$ cat src/rtl/alu_pkg.sv
// Shared definitions for the ALU issue/writeback slice: sizes, ALU control
// encodings, the issue-register payload and the immediate extension helper.
package alu_pkg;

  localparam int unsigned NREGS = 8;
  localparam int unsigned DW    = 32;
  localparam int unsigned IDXW  = $clog2(NREGS);
  localparam int unsigned IMMW  = 16;

  localparam logic [1:0] ALU_ADD = 2'b00;
  localparam logic [1:0] ALU_SUB = 2'b10;
  localparam logic [1:0] ALU_XOR = 2'b01;

  // Issue-register contents other than the operands, which live in the
  // registers that drive the ALU inputs directly.
  typedef struct packed {
    logic            valid;
    logic            li;
    logic [IDXW-1:0] rd;
    logic [IMMW-1:0] imm;
  } issueSlot_t;

  function automatic logic [DW-1:0] zextImm(input logic [IMMW-1:0] imm);
    return DW'(imm);
  endfunction

endpackage

$ cat src/rtl/regfile_8x32.sv
// 8x32 register file: two asynchronous read ports, one synchronous write
// port, asynchronous active-high clear to zero.
// Ports: clk, reset, rdAddrA/rdDataA, rdAddrB/rdDataB, wrEn/wrAddr/wrData.
module regfile_8x32
  import alu_pkg::*;
(
  input  logic            clk,
  input  logic            reset,
  input  logic [IDXW-1:0] rdAddrA,
  output logic [DW-1:0]   rdDataA,
  input  logic [IDXW-1:0] rdAddrB,
  output logic [DW-1:0]   rdDataB,
  input  logic            wrEn,
  input  logic [IDXW-1:0] wrAddr,
  input  logic [DW-1:0]   wrData
);

  logic [DW-1:0] regs [NREGS];

  // Storage; every entry, including index 0, is an ordinary register.
  always_ff @(posedge clk or posedge reset) begin
    if (reset) begin
      for (int i = 0; i < int'(NREGS); i++) begin
        regs[i] <= '0;
      end
    end else if (wrEn) begin
      regs[wrAddr] <= wrData;
    end
  end

  assign rdDataA = regs[rdAddrA];
  assign rdDataB = regs[rdAddrB];

endmodule

$ cat src/rtl/alu_issue_stage.sv
// Operand fetch / issue and writeback stage in front of a combinational
// add/sub/xor ALU. S1 holds the issued instruction and drives the ALU; S2
// holds the completed result on a valid/ready port.
// Ports: clk, reset; instr_* (valid/ready instruction input); alu_a, alu_b,
// alu_ctrl (to ALU), alu_result (from ALU); res_valid/res_ready, res_rd,
// res_data (result output).
module alu_issue_stage
  import alu_pkg::*;
(
  input  logic            clk,
  input  logic            reset,
  input  logic            instr_valid,
  output logic            instr_ready,
  input  logic            instr_li,
  input  logic [1:0]      instr_op,
  input  logic [IDXW-1:0] instr_rd,
  input  logic [IDXW-1:0] instr_rs1,
  input  logic [IDXW-1:0] instr_rs2,
  input  logic [IMMW-1:0] instr_imm,
  output logic [DW-1:0]   alu_a,
  output logic [DW-1:0]   alu_b,
  output logic [1:0]      alu_ctrl,
  input  logic [DW-1:0]   alu_result,
  output logic            res_valid,
  input  logic            res_ready,
  output logic [IDXW-1:0] res_rd,
  output logic [DW-1:0]   res_data
);

  issueSlot_t      s1Q;
  logic [DW-1:0]   aluAQ;
  logic [DW-1:0]   aluBQ;
  logic [1:0]      aluCtrlQ;
  logic            resValidQ;
  logic [IDXW-1:0] resRdQ;
  logic [DW-1:0]   resDataQ;

  logic            advance;
  logic            accept;
  logic            writeback;
  logic [DW-1:0]   s1Result;
  logic [DW-1:0]   rfDataA;
  logic [DW-1:0]   rfDataB;
  logic [DW-1:0]   opA;
  logic [DW-1:0]   opB;

  // Whole pipe moves only when S2 is empty or being drained.
  assign advance     = !resValidQ || res_ready;
  assign instr_ready = advance && !reset;
  assign accept      = instr_valid && instr_ready;
  assign writeback   = s1Q.valid && advance;
  assign s1Result    = s1Q.li ? zextImm(s1Q.imm) : alu_result;

  regfile_8x32 u_rf (
    .clk     (clk),
    .reset   (reset),
    .rdAddrA (instr_rs1),
    .rdDataA (rfDataA),
    .rdAddrB (instr_rs2),
    .rdDataB (rfDataB),
    .wrEn    (writeback),
    .wrAddr  (s1Q.rd),
    .wrData  (s1Result)
  );

  // The RF write of S1 lands on the same edge as this read, so bypass it.
  always_comb begin
    opA = rfDataA;
    opB = rfDataB;
    if (writeback && (s1Q.rd == instr_rs1)) opA = s1Result;
    if (writeback && (s1Q.rd == instr_rs2)) opB = s1Result;
  end

  // S1 issue register; ALU input registers keep their value when S1 empties.
  always_ff @(posedge clk or posedge reset) begin
    if (reset) begin
      s1Q      <= '0;
      aluAQ    <= '0;
      aluBQ    <= '0;
      aluCtrlQ <= ALU_ADD;
    end else if (advance) begin
      s1Q.valid <= accept;
      if (accept) begin
        s1Q.li   <= instr_li;
        s1Q.rd   <= instr_rd;
        s1Q.imm  <= instr_imm;
        aluAQ    <= opA;
        aluBQ    <= opB;
        aluCtrlQ <= instr_op;
      end
    end
  end

  // S2 result register.
  always_ff @(posedge clk or posedge reset) begin
    if (reset) begin
      resValidQ <= 1'b0;
      resRdQ    <= '0;
      resDataQ  <= '0;
    end else if (advance) begin
      resValidQ <= writeback;
      if (writeback) begin
        resRdQ   <= s1Q.rd;
        resDataQ <= s1Result;
      end
    end
  end

  assign alu_a     = aluAQ;
  assign alu_b     = aluBQ;
  assign alu_ctrl  = aluCtrlQ;
  assign res_valid = resValidQ;
  assign res_rd    = resRdQ;
  assign res_data  = resDataQ;

endmodule

$ cat config.mk
export PLATFORM = sky130hd
export DESIGN_NAME = alu_issue_stage
export DESIGN_NICKNAME = d
export VERILOG_FILES = /design/src/rtl/alu_pkg.sv /design/src/rtl/regfile_8x32.sv /design/src/rtl/alu_issue_stage.sv
export SDC_FILE = /design/constraint.sdc
export NUM_CORES = 1
export LEC_CHECK = 0
export CAP_MARGIN = 20
export CELL_PAD_IN_SITES_DETAIL_PLACEMENT = 1
export CELL_PAD_IN_SITES_GLOBAL_PLACEMENT = 2
export CORE_MARGIN = 2
export CORE_UTILIZATION = 39
export CTS_BUF_LIST = sky130_fd_sc_hd__clkbuf_8 sky130_fd_sc_hd__clkbuf_16
export CTS_CLUSTER_SIZE = 24
export DETAILED_ROUTE_END_ITERATION = 10
export GPL_TIMING_DRIVEN = 0
export PLACE_DENSITY_LB_ADDON = 0.1
export SETUP_SLACK_MARGIN = 0.2
export SYNTH_ARGS = -nofsm -noshare
export SYNTH_HDL_FRONTEND = slang
export SYNTH_SLANG_ARGS = --single-unit
$ cat constraint.sdc
create_clock -name clk -period 15.5 [get_ports clk]
set_input_delay 2.325 -clock clk [delete_from_list [all_inputs] [get_ports clk]]
set_output_delay 2.325 -clock clk [all_outputs]
set_load 0.03 [all_outputs]
==> results by group <==
Run status
  – Outcome: finished, final reports clean

Synth
  – Synthesized cell area: 0.0181 mm^2
  – Main synth FF type: dfrtp_1
  – Post-synthesis net count: between 1500 and 2000
  – Most frequent cell after synthesis: nand2_1
  – Area share of the largest cell type after synthesis: between 50 and 60%
  – Synthesized flop and latch total: between 300 and 400
  – Post-synth ARST share: 100%
  – Largest cells by area after synthesis: dfrtp_1 (52%), mux4_2 (12%), nand2_1 (8.1%)
  – Synth Instances: around 1600
  – Commonest cells post-synth: nand2_1 (390), dfrtp_1 (379), o21ai_0 (289), mux4_2 (97), clkbuf_1 (84)
  – Syn Area/Cell: 11.5 um^2
  – Register area share after synthesis: a little over half
  – Synth Warn #: 0
  – Leading area contributor after synthesis: dfrtp_1
  – Count of distinct cell types in the synthesized netlist: 38
  – Number of synthesized flops with an enable pin: 0

Flow run
  – MaxCap Viol Count: 0

Timing
  – # setup viols final: 0
  – Fmax: between 0.15 and 0.2 GHz
  – Final Hold Violating Endpoints: 0
  – Clock skew: around 33 ps
  – RSZ-0062 raised after global routing: no
  – Final TNS setup: 0 ps
  – Worst-Margin Slew: about 1000 ps
  – Slew headroom: around a third
  – Tcrit/Tclk final: between 40% and 50%
  – Min cycle time layout: between 6000 and 7000 ps
  – Final max-slew violation count: 0
  – Final WS setup: 9100 ps

Layout
  – Area delta synth->final: 22.6%
  – Ratio of cells with drive above 1 in the final layout: roughly 14%
  – Area of the multi-input gates: around 0.008 mm^2
  – Final #Nets: ~1900
  – Reg area: between 0.009 and 0.01 mm^2
  – Post-Layout Cell Count: 2430
  – Non-Filler Cell Area, Final: roughly 0.022 mm^2
  – Fillers: 4905

Worst setup path
  – Max Fanout on Critical Path: 10
  – Crit path kind: primary input to output pin
  – Crit path buf inv count: 4
  – Worst Path Required: ~13000 ps
  – Crit-path most repeated cell: clkdlybuf4s50_1
  – CP top delay family: buffers and inverters
  – Crit-path cells: clkdlybuf4s50_1 -> nand2b_1 -> buf_4 -> buf_6 -> and2_1 -> clkdlybuf4s50_1
  – Worst EP arrival: 4070 ps
  – Slowest-stage cell, CP: clkdlybuf4s50_1
  – Endpoint class of the critical path: output pin
  – Startpoint types: primary input
  – CP peak stage delay: between 600 and 700 ps

Pwr
  – Leak: slightly below 10 nW
  – P per Cell Area: ~180 mW/mm^2
  – Peak supply drop: about 0.079 mV

Clock tree
  – Clock sinks: 379
  – H-tree depth: 2
  – Clk slew on worst S/H paths: 60 ps
  – Postcts setup bufs: 0
  – Hold buffers post-CTS: 0
  – Clk buf depth: 3
  – Clock root buffer: clkbuf_16
  – CTS tree: done
  – Cts repair resizes: 0
  – Cts bufs inserted: 44
  – Worst-skew pair later-pin latency: around 600 ps

Routing
  – DRT Pass-1 Iters: 6
  – Number of vias per cell: 5.92
  – Antenna Nets Post-Route: 0
  – Vias: about 14000
  – Wire per inst: between 20 and 30 um
  – Drc violations: 0
  – DRT Wirelength: 71.9 mm
  – Drt first-iter violations: 1304

Placed design
  – IO buf count: between 150 and 200
  – Pre-CTS WS: about 9100 ps
  – Hpwl dp: 47.9 mm
  – Post-DP Area: 0.0207 mm^2
  – Global placement routability congestion: 0.846
  – Placed cells: roughly 2300

Floorplan
  – Row cnt: 79
  – Die Height: roughly 220 um
  – Die Wd: around 220 um
  – IO Pins: 167
  – Core area: roughly 0.046 mm^2
  – Die Area: 0.0483 mm^2
  – Starting density of the core: between 30% and 40%

Global route
  – Met3 usage: under 10%
  – Met2 global-route usage: approximately 48%
  – Met1 Use GR: a little over two fifths
  – First-pass GRT wire length: 105 mm
  – Initial antenna violation count: 1
  – Pin count of the biggest net entering global routing: 120
  – Gr busiest metal: met2
  – GRT overflow: 0
  – Vias in the first global route: 15000
  – All-Layer GR Usage: 30.6%

Worst hold path
  – Min-Delay Path Class: flip-flop to flip-flop
[flip-flops by register name, indices dropped and copies added (netlist names)]
name and count:
alu_b 32, u_rf.regs 256, res_valid 1, s1Q 21, res_data 32, alu_a 32
alu_ctrl 2, res_rd 3
[power breakdown]
group	switching, W	internal (W)
combinational	0.000673	0.000598
sequential	0.000287	0.00137
clock	0.000440	0.000686
total	0.00140	0.00266
[cells in the final DEF, fill, tap and decap left out, types with 32 or more instances in the layout]
| cell type | instances |
|---|---|
| a221oi_1 | 32 |
| buf_2 | 38 |
| clkbuf_1 | 84 |
| clkbuf_16 | 45 |
| clkdlybuf4s50_1 | 164 |
| dfrtp_1 | 379 |
| mux2i_1 | 80 |
| mux4_2 | 97 |
| nand2_1 | 390 |
| nor2_1 | 33 |
| o21ai_0 | 289 |
| o221ai_1 | 32 |
[logic make-up after synthesis]
kind of cell | after synthesis | synth area share [%]
xor+xnor | 6 | 0.331
simple gates | 465 | 10.6
buf+inv | 154 | 4.41
flops | 379 | 52.3
mux | 211 | 21.1
compound gates | 357 | 11.3
[worst paths after layout]
kind                            startpoint          end  slack, ps  cells after the start
worst min-delay path                s1Q[6]       s1Q[6]        470                      2
max in group asynchronous            reset    alu_a[11]      11870                      4
worst max-delay path             res_ready  instr_ready       9100                      6
worst max register to register     s1Q[19]    alu_a[15]      12610                      5
min in group asynchronous            reset    alu_a[29]       2160                      2
worst min register to register      s1Q[6]       s1Q[6]        470                      2
[cell type report]
type                    instances  area share (%)
diodes                          1          0.0112
flip-flops and latches        379            42.6
clock inverters                26            1.37
plain buffers                 152            3.56
repair buffers                170            7.95
multi-input cells            1039            35.4
clock buffers                  54            5.62
well taps                     607            3.41
inverters                       2          0.0675
[metrics by stage]
step / hold slack, ps / power [W] / util, %
after floorplan: 445 / 0.00242 / -
after global placement: 458 / 0.00288 / 44.4
after detailed placement: 463 / 0.00294 / 44.7
after CTS: 478 / 0.00408 / 48.1
after global routing: 494 / 0.00428 / 48.1
final: 473 / 0.00406 / 48.1
[worst min-delay path, delay by kind of cell (launching register included)]
kind	cells	cell delay, ps
DFF	1	340
and+or+nand+nor	2	100
[layer usage]
layer / vias up / wire (um) / share of wire, %
met5: - / 0 / 0
met4: 0 / 2740 / 3.8
met3: 127 / 4750 / 6.6
met2: 524 / 33400 / 46
met1: 7638 / 31100 / 43
li1: 6088 / - / -
Power figures use the tool's default switching activity.
